--- src/rtl/serial_subtractor.sv ---
// Bit-serial subtractor: diff = a - b - bin, LSB first, one full-subtractor
// cell plus a borrow flip-flop, with a start/busy/done handshake.
module serial_subtractor #(
  parameter int WIDTH = 8
) (
  input  logic             clk,
  input  logic             rst_n,
  input  logic             start,
  input  logic [WIDTH-1:0] a,
  input  logic [WIDTH-1:0] b,
  input  logic             bin,
  output logic             busy,
  output logic             done,
  output logic [WIDTH-1:0] diff,
  output logic             bout,
  output logic             ovf,
  output logic             zero
);

  localparam int CW = (WIDTH > 1) ? $clog2(WIDTH) : 1;
  localparam logic [CW-1:0] LAST_BIT = CW'(WIDTH - 1);

  typedef enum logic [1:0] {
    IDLE = 2'd0,
    RUN  = 2'd1,
    DONE = 2'd2
  } state_t;

  // One full-subtractor cell; returns {borrow_out, difference_bit}.
  function automatic logic [1:0] fs_cell(input logic ai, input logic bi, input logic bri);
    logic d;
    logic bo;
    d  = ai ^ bi ^ bri;
    bo = (~ai & bi) | (~(ai ^ bi) & bri);
    return {bo, d};
  endfunction

  state_t           state_r;
  state_t           state_n;
  logic [WIDTH-1:0] a_sh_r;
  logic [WIDTH-1:0] b_sh_r;
  logic             br_r;
  logic [CW-1:0]    cnt_r;
  logic [WIDTH-1:0] diff_r;
  logic             bout_r;
  logic             ovf_r;
  logic             zero_r;
  logic             busy_r;
  logic             done_r;
  logic             a_msb_r;
  logic             b_msb_r;

  logic             load_s;
  logic             last_s;
  logic [1:0]       cell_s;
  logic [WIDTH-1:0] diff_n_s;

  // Next-state decode, the serial cell and the shifted difference.
  always_comb begin
    state_n  = state_r;
    load_s   = 1'b0;
    last_s   = (cnt_r == LAST_BIT);
    cell_s   = fs_cell(a_sh_r[0], b_sh_r[0], br_r);
    diff_n_s = diff_r >> 1'b1;
    diff_n_s[WIDTH-1] = cell_s[0];
    case (state_r)
      IDLE: begin
        if (start) begin
          state_n = RUN;
          load_s  = 1'b1;
        end else begin
          state_n = IDLE;
        end
      end
      RUN: begin
        if (last_s) begin
          state_n = DONE;
        end else begin
          state_n = RUN;
        end
      end
      DONE: begin
        // A start seen in DONE restarts immediately for back-to-back use.
        if (start) begin
          state_n = RUN;
          load_s  = 1'b1;
        end else begin
          state_n = IDLE;
        end
      end
      default: begin
        state_n = IDLE;
      end
    endcase
  end

  // State, datapath and registered status outputs.
  always_ff @(posedge clk or negedge rst_n) begin
    if (!rst_n) begin
      state_r <= IDLE;
      a_sh_r  <= '0;
      b_sh_r  <= '0;
      br_r    <= 1'b0;
      cnt_r   <= '0;
      diff_r  <= '0;
      bout_r  <= 1'b0;
      ovf_r   <= 1'b0;
      zero_r  <= 1'b0;
      busy_r  <= 1'b0;
      done_r  <= 1'b0;
      a_msb_r <= 1'b0;
      b_msb_r <= 1'b0;
    end else begin
      state_r <= state_n;
      busy_r  <= (state_n == RUN);
      done_r  <= (state_n == DONE);
      if (load_s) begin
        a_sh_r  <= a;
        b_sh_r  <= b;
        br_r    <= bin;
        cnt_r   <= '0;
        diff_r  <= '0;
        bout_r  <= 1'b0;
        ovf_r   <= 1'b0;
        zero_r  <= 1'b0;
        a_msb_r <= a[WIDTH-1];
        b_msb_r <= b[WIDTH-1];
      end else if (state_r == RUN) begin
        a_sh_r <= a_sh_r >> 1'b1;
        b_sh_r <= b_sh_r >> 1'b1;
        br_r   <= cell_s[1];
        cnt_r  <= cnt_r + CW'(1);
        diff_r <= diff_n_s;
        if (last_s) begin
          bout_r <= cell_s[1];
          ovf_r  <= (a_msb_r != b_msb_r) && (cell_s[0] != a_msb_r);
          zero_r <= (diff_n_s == '0);
        end else begin
          bout_r <= bout_r;
        end
      end else begin
        cnt_r <= cnt_r;
      end
    end
  end

  assign busy = busy_r;
  assign done = done_r;
  assign diff = diff_r;
  assign bout = bout_r;
  assign ovf  = ovf_r;
  assign zero = zero_r;

endmodule

--- config.mk ---
export PLATFORM = sky130hd
export DESIGN_NAME = serial_subtractor
export DESIGN_NICKNAME = d
export VERILOG_FILES = /design/src/rtl/serial_subtractor.sv
export SDC_FILE = /design/constraint.sdc
export NUM_CORES = 1
export LEC_CHECK = 0
export ABC_CLOCK_PERIOD_IN_PS = 1400
export CAP_MARGIN = 30
export CORE_MARGIN = 1.5
export CORE_UTILIZATION = 45
export DETAILED_ROUTE_END_ITERATION = 12
export PLACE_DENSITY = 0.74
export SYNTH_ARGS = -nofsm -noshare
export SYNTH_HDL_FRONTEND = slang
export SYNTH_SLANG_ARGS = --single-unit
--- constraint.sdc ---
create_clock -name clk -period 1.4 [get_ports clk]
set_input_delay 0.21 -clock clk [delete_from_list [all_inputs] [get_ports clk]]
set_output_delay 0.21 -clock clk [all_outputs]
set_load 0.005 [all_outputs]
==> results of run 1 <==
## worst max-delay path: cells and delay by family (launching register included)
kind                       cells  cell delay, ps
AOI/OAI and AO/OA              2             180
adders and majority gates      1             620
buffers and inverters          1              50
DFF                            1             360
and+or+nand+nor                1             150
## final timing paths
check / slack (ps) / cells after the start / startpoint / to
max: -20 / 5 / b_sh_r[0] / ovf
min: 240 / 2 / rst_n / diff[7]
max reg2reg: -20 / 5 / b_sh_r[0] / ovf
min reg2reg: 520 / 2 / b_msb_r / b_msb_r
max in group asynchronous: 970 / 2 / rst_n / state_r[0]
min in group clk: 430 / 3 / a[7] / a_msb_r
## repair_timing
item                       CTS  global route
buffers inserted            12             0
pin swaps                    3             1
hold buffers                 0             0
setup endpoints to repair   14             5
gates resized for setup     16             5
## power groups by stage
stage	clock, mW	combinational [mW]	sequential (mW)
after CTS	0.550	2.20	1.81
after global placement	0	1.90	1.87
after detailed placement	0	1.97	1.90
final	0.545	2.23	1.82
after global routing	0.608	2.47	1.88
after floorplan	0	1.30	1.83
## per-layer routing
metal | wire length, um | global-route usage
met4 | 130 | 0.140
met3 | 131 | 0.0393
met5 | 0 | 0
met2 | 1600 | 0.308
met1 | 1530 | 0.247
## registers in the layout, summed over array words and instances (netlist names)
name,count
a_sh_r,8
b_sh_r,8
diff,8
cnt_r,3
state_r,2
a_msb_r,1
b_msb_r,1
bout,1
br_r,1
busy,1
done,1
ovf,1
zero,1
## layout by cell type (no fill, tap or decap), types with 4 or more instances in the layout
cell / synthesis / final
dfrtp_1: 37 / 37
o21ai_0: 6 / 4
nor2_1: 12 / 12
clkbuf_4: 0 / 5
buf_4: 1 / 20
a22o_1: 12 / 12
dlygate4sd2_1: 0 / 11
a31oi_1: 11 / 11
nand2_1: 31 / 31
clkdlybuf4s50_1: 0 / 19
nand3_1: 6 / 6
## through the flow
step                      hold slack [ps]  worst slack [ps]  TNS [ps]  power [mW]   util
after floorplan                     -85.6              48.2         0        3.13      -
after global placement                481             -83.9      -271        3.77  0.592
after detailed placement              485              -106      -970        3.87  0.592
after CTS                             241             -29.1     -29.1        4.57  0.633
after global routing                  254             -46.9     -66.8        4.97  0.637
final                                 237             -18.2     -18.2        4.60  0.637
## area by class of cell
class / instances / share of cell area
Timing Repair Buffer: 54 / 0.236
Sequential cell: 37 / 0.436
Inverter: 4 / 0.00706
Clock buffer: 6 / 0.0194
Tap cell: 46 / 0.0271
Clock inverter: 2 / 0.00471
Multi-Input combinational cell: 97 / 0.270
## kinds of logic (layout without fill, tap and decap cells)
| kind of cell | after synthesis | count (layout) |
|---|---|---|
| AND/OR/NAND/NOR | 60 | 60 |
| adder cells (fa/ha/maj) | 3 | 3 |
| flip-flops | 37 | 37 |
| AO/OA/AOI/OAI | 34 | 34 |
| buffers and inverters | 14 | 66 |
==> results.sh, run 1 <==
export IMPL_critPathRequiredTime_ps=1680
export IMPL_num_vias=1283
export IMPL_synth_simple_area_share=0.171
export IMPL_antenna_found_initial=0
export IMPL_synthAdderAreaFrac=0.0287
export IMPL_synth_edf_count=0
export IMPL_place_congestion=0.796
export IMPL_skew_ps=12.1
export IMPL_clk_pin_slew_ps=120
export IMPL_synth_area_leaders="dfrtp_1 59%, nand2_1 7.4%, a22o_1 6.7%"
export IMPL_max_slew_margin_rel=0.793
export IMPL_leakage_nw=1.05
export IMPL_track_usage=0.198
export IMPL_dieArea_um2=3850
export IMPL_stdcell_count=246
export IMPL_wl_per_cell_um=13.8
export IMPL_rows=21
export IMPL_overflow=0
export IMPL_die_w_um=62.1
export IMPL_synthesis_nets=171
export IMPL_fmax_ghz=0.705
export IMPL_layout_nets=222
export IMPL_criticalPathCategory="reg2reg"
export IMPL_yosysMostFrequentCell="dfrtp_1"
export IMPL_post_synth_cell_area_avg_um2=10.6
export IMPL_seq_area_frac_synth=0.590
export IMPL_cp_cell_sequence="inv_2 > fa_2 > nor2b_4 > a21oi_1 > o21ai_1"
export IMPL_n_antenna_cell=0
export IMPL_slowest_delay_ps=620
export IMPL_synthArstFlopShare=1.00
export IMPL_multi_input_area_um2=574
export IMPL_crit_arrival_ps=1700
export IMPL_ant_nets=0
export IMPL_yosys_register_bits=37
export IMPL_min_period_ps=1420
export IMPL_grt_pass1_vias=1226
export IMPL_port_buffer_count=32
export IMPL_first_pass_iters=4
export IMPL_finalSetupViolations=1
export IMPL_setup_ws_ps=-18.2
export IMPL_status="finished, violations left"
export IMPL_combPwrFrac=0.485
export IMPL_hpwl_um=2290
export IMPL_core_um2=3340
export IMPL_grt_first_pass_wirelength_um=5430
export IMPL_viasPerCell=5.22
export IMPL_cts_sinks=37
export IMPL_wl_um=3390
export IMPL_pin_count=33
export IMPL_cts_buffers=5
export IMPL_crit_path_end_kind="flop"
export IMPL_clkLatencyLatePin_ps=340
export IMPL_synth_xor_area_share=0
export IMPL_cpMaxStageDelayCell="fa_2"
export IMPL_cts_tree="done"
export IMPL_synth_mux_area_frac=0
export IMPL_yosysTopAreaCellShare=0.590
export IMPL_worstPathMaxFanout=4
export IMPL_route_detailed_drc=0
export IMPL_grt_max_degree=38
export IMPL_synth_area_um2=1570
export IMPL_register_area_um2=926
export IMPL_min_period_over_period=1.01
export IMPL_synthToLayoutAreaGrowth_pct=35.5
export IMPL_clock_root_buffer="clkbuf_4"
export IMPL_synth_compound_area_frac=0.156
export IMPL_ir_worst_vdd_uv=853
export IMPL_fill_cells=296
export IMPL_synth_cell_type_count=24
export IMPL_cp_start_kind="flop"
export IMPL_yosys_area_top_type="dfrtp_1"
export IMPL_worstMarginPinSlew_ps=309
export IMPL_maxCapViolCount=0
export IMPL_violations="setup timing"
export IMPL_stdcell_area_um2=2130
export IMPL_cts_max_level=2
export IMPL_syn_inst=148
export IMPL_finalHoldViolCount=0
export IMPL_switching_share=0.367
export IMPL_ys_flop_type="dfrtp_1"
export IMPL_clkPwrFrac=0.119
export IMPL_die_height_um=62.1
export IMPL_p_int_mw=2.91
export IMPL_placedCellCount=226
export IMPL_synth_common_cells="37 x dfrtp_1, 31 x nand2_1, 12 x a22o_1, 12 x nor2_1, 11 x a31oi_1"
export IMPL_synth_warning_count=0
export IMPL_power_density_nw_per_um2=2160
export IMPL_pwr_share_seq=0.397
export IMPL_dpl_cell_area_um2=1980
export IMPL_finalMaxSlewViolations=0
export IMPL_drt_iter0_drc=59
export IMPL_hold_class="in2async"
export IMPL_clk_path_buf_depth=2
export IMPL_p_switching_mw=1.69
export IMPL_initial_core_util=0.470
export IMPL_rsz0062_at_grt="yes"
export IMPL_synth_top_family_by_area="simple AND/OR/NAND/NOR gates"
export IMPL_drive_gt1_frac=0.180
Power figures use the tool's default switching activity.
==> inputs of run 2 (changes only) <==
--- a/config.mk
+++ b/config.mk
@@ -11,6 +11,7 @@
 export CORE_UTILIZATION = 45
 export DETAILED_ROUTE_END_ITERATION = 12
 export PLACE_DENSITY = 0.74
+export SLEW_MARGIN = 30
 export SYNTH_ARGS = -nofsm -noshare
 export SYNTH_HDL_FRONTEND = slang
 export SYNTH_SLANG_ARGS = --single-unit
==> results of run 2 <==
The final DEF is identical to that of run 1; final timing and power are the same.
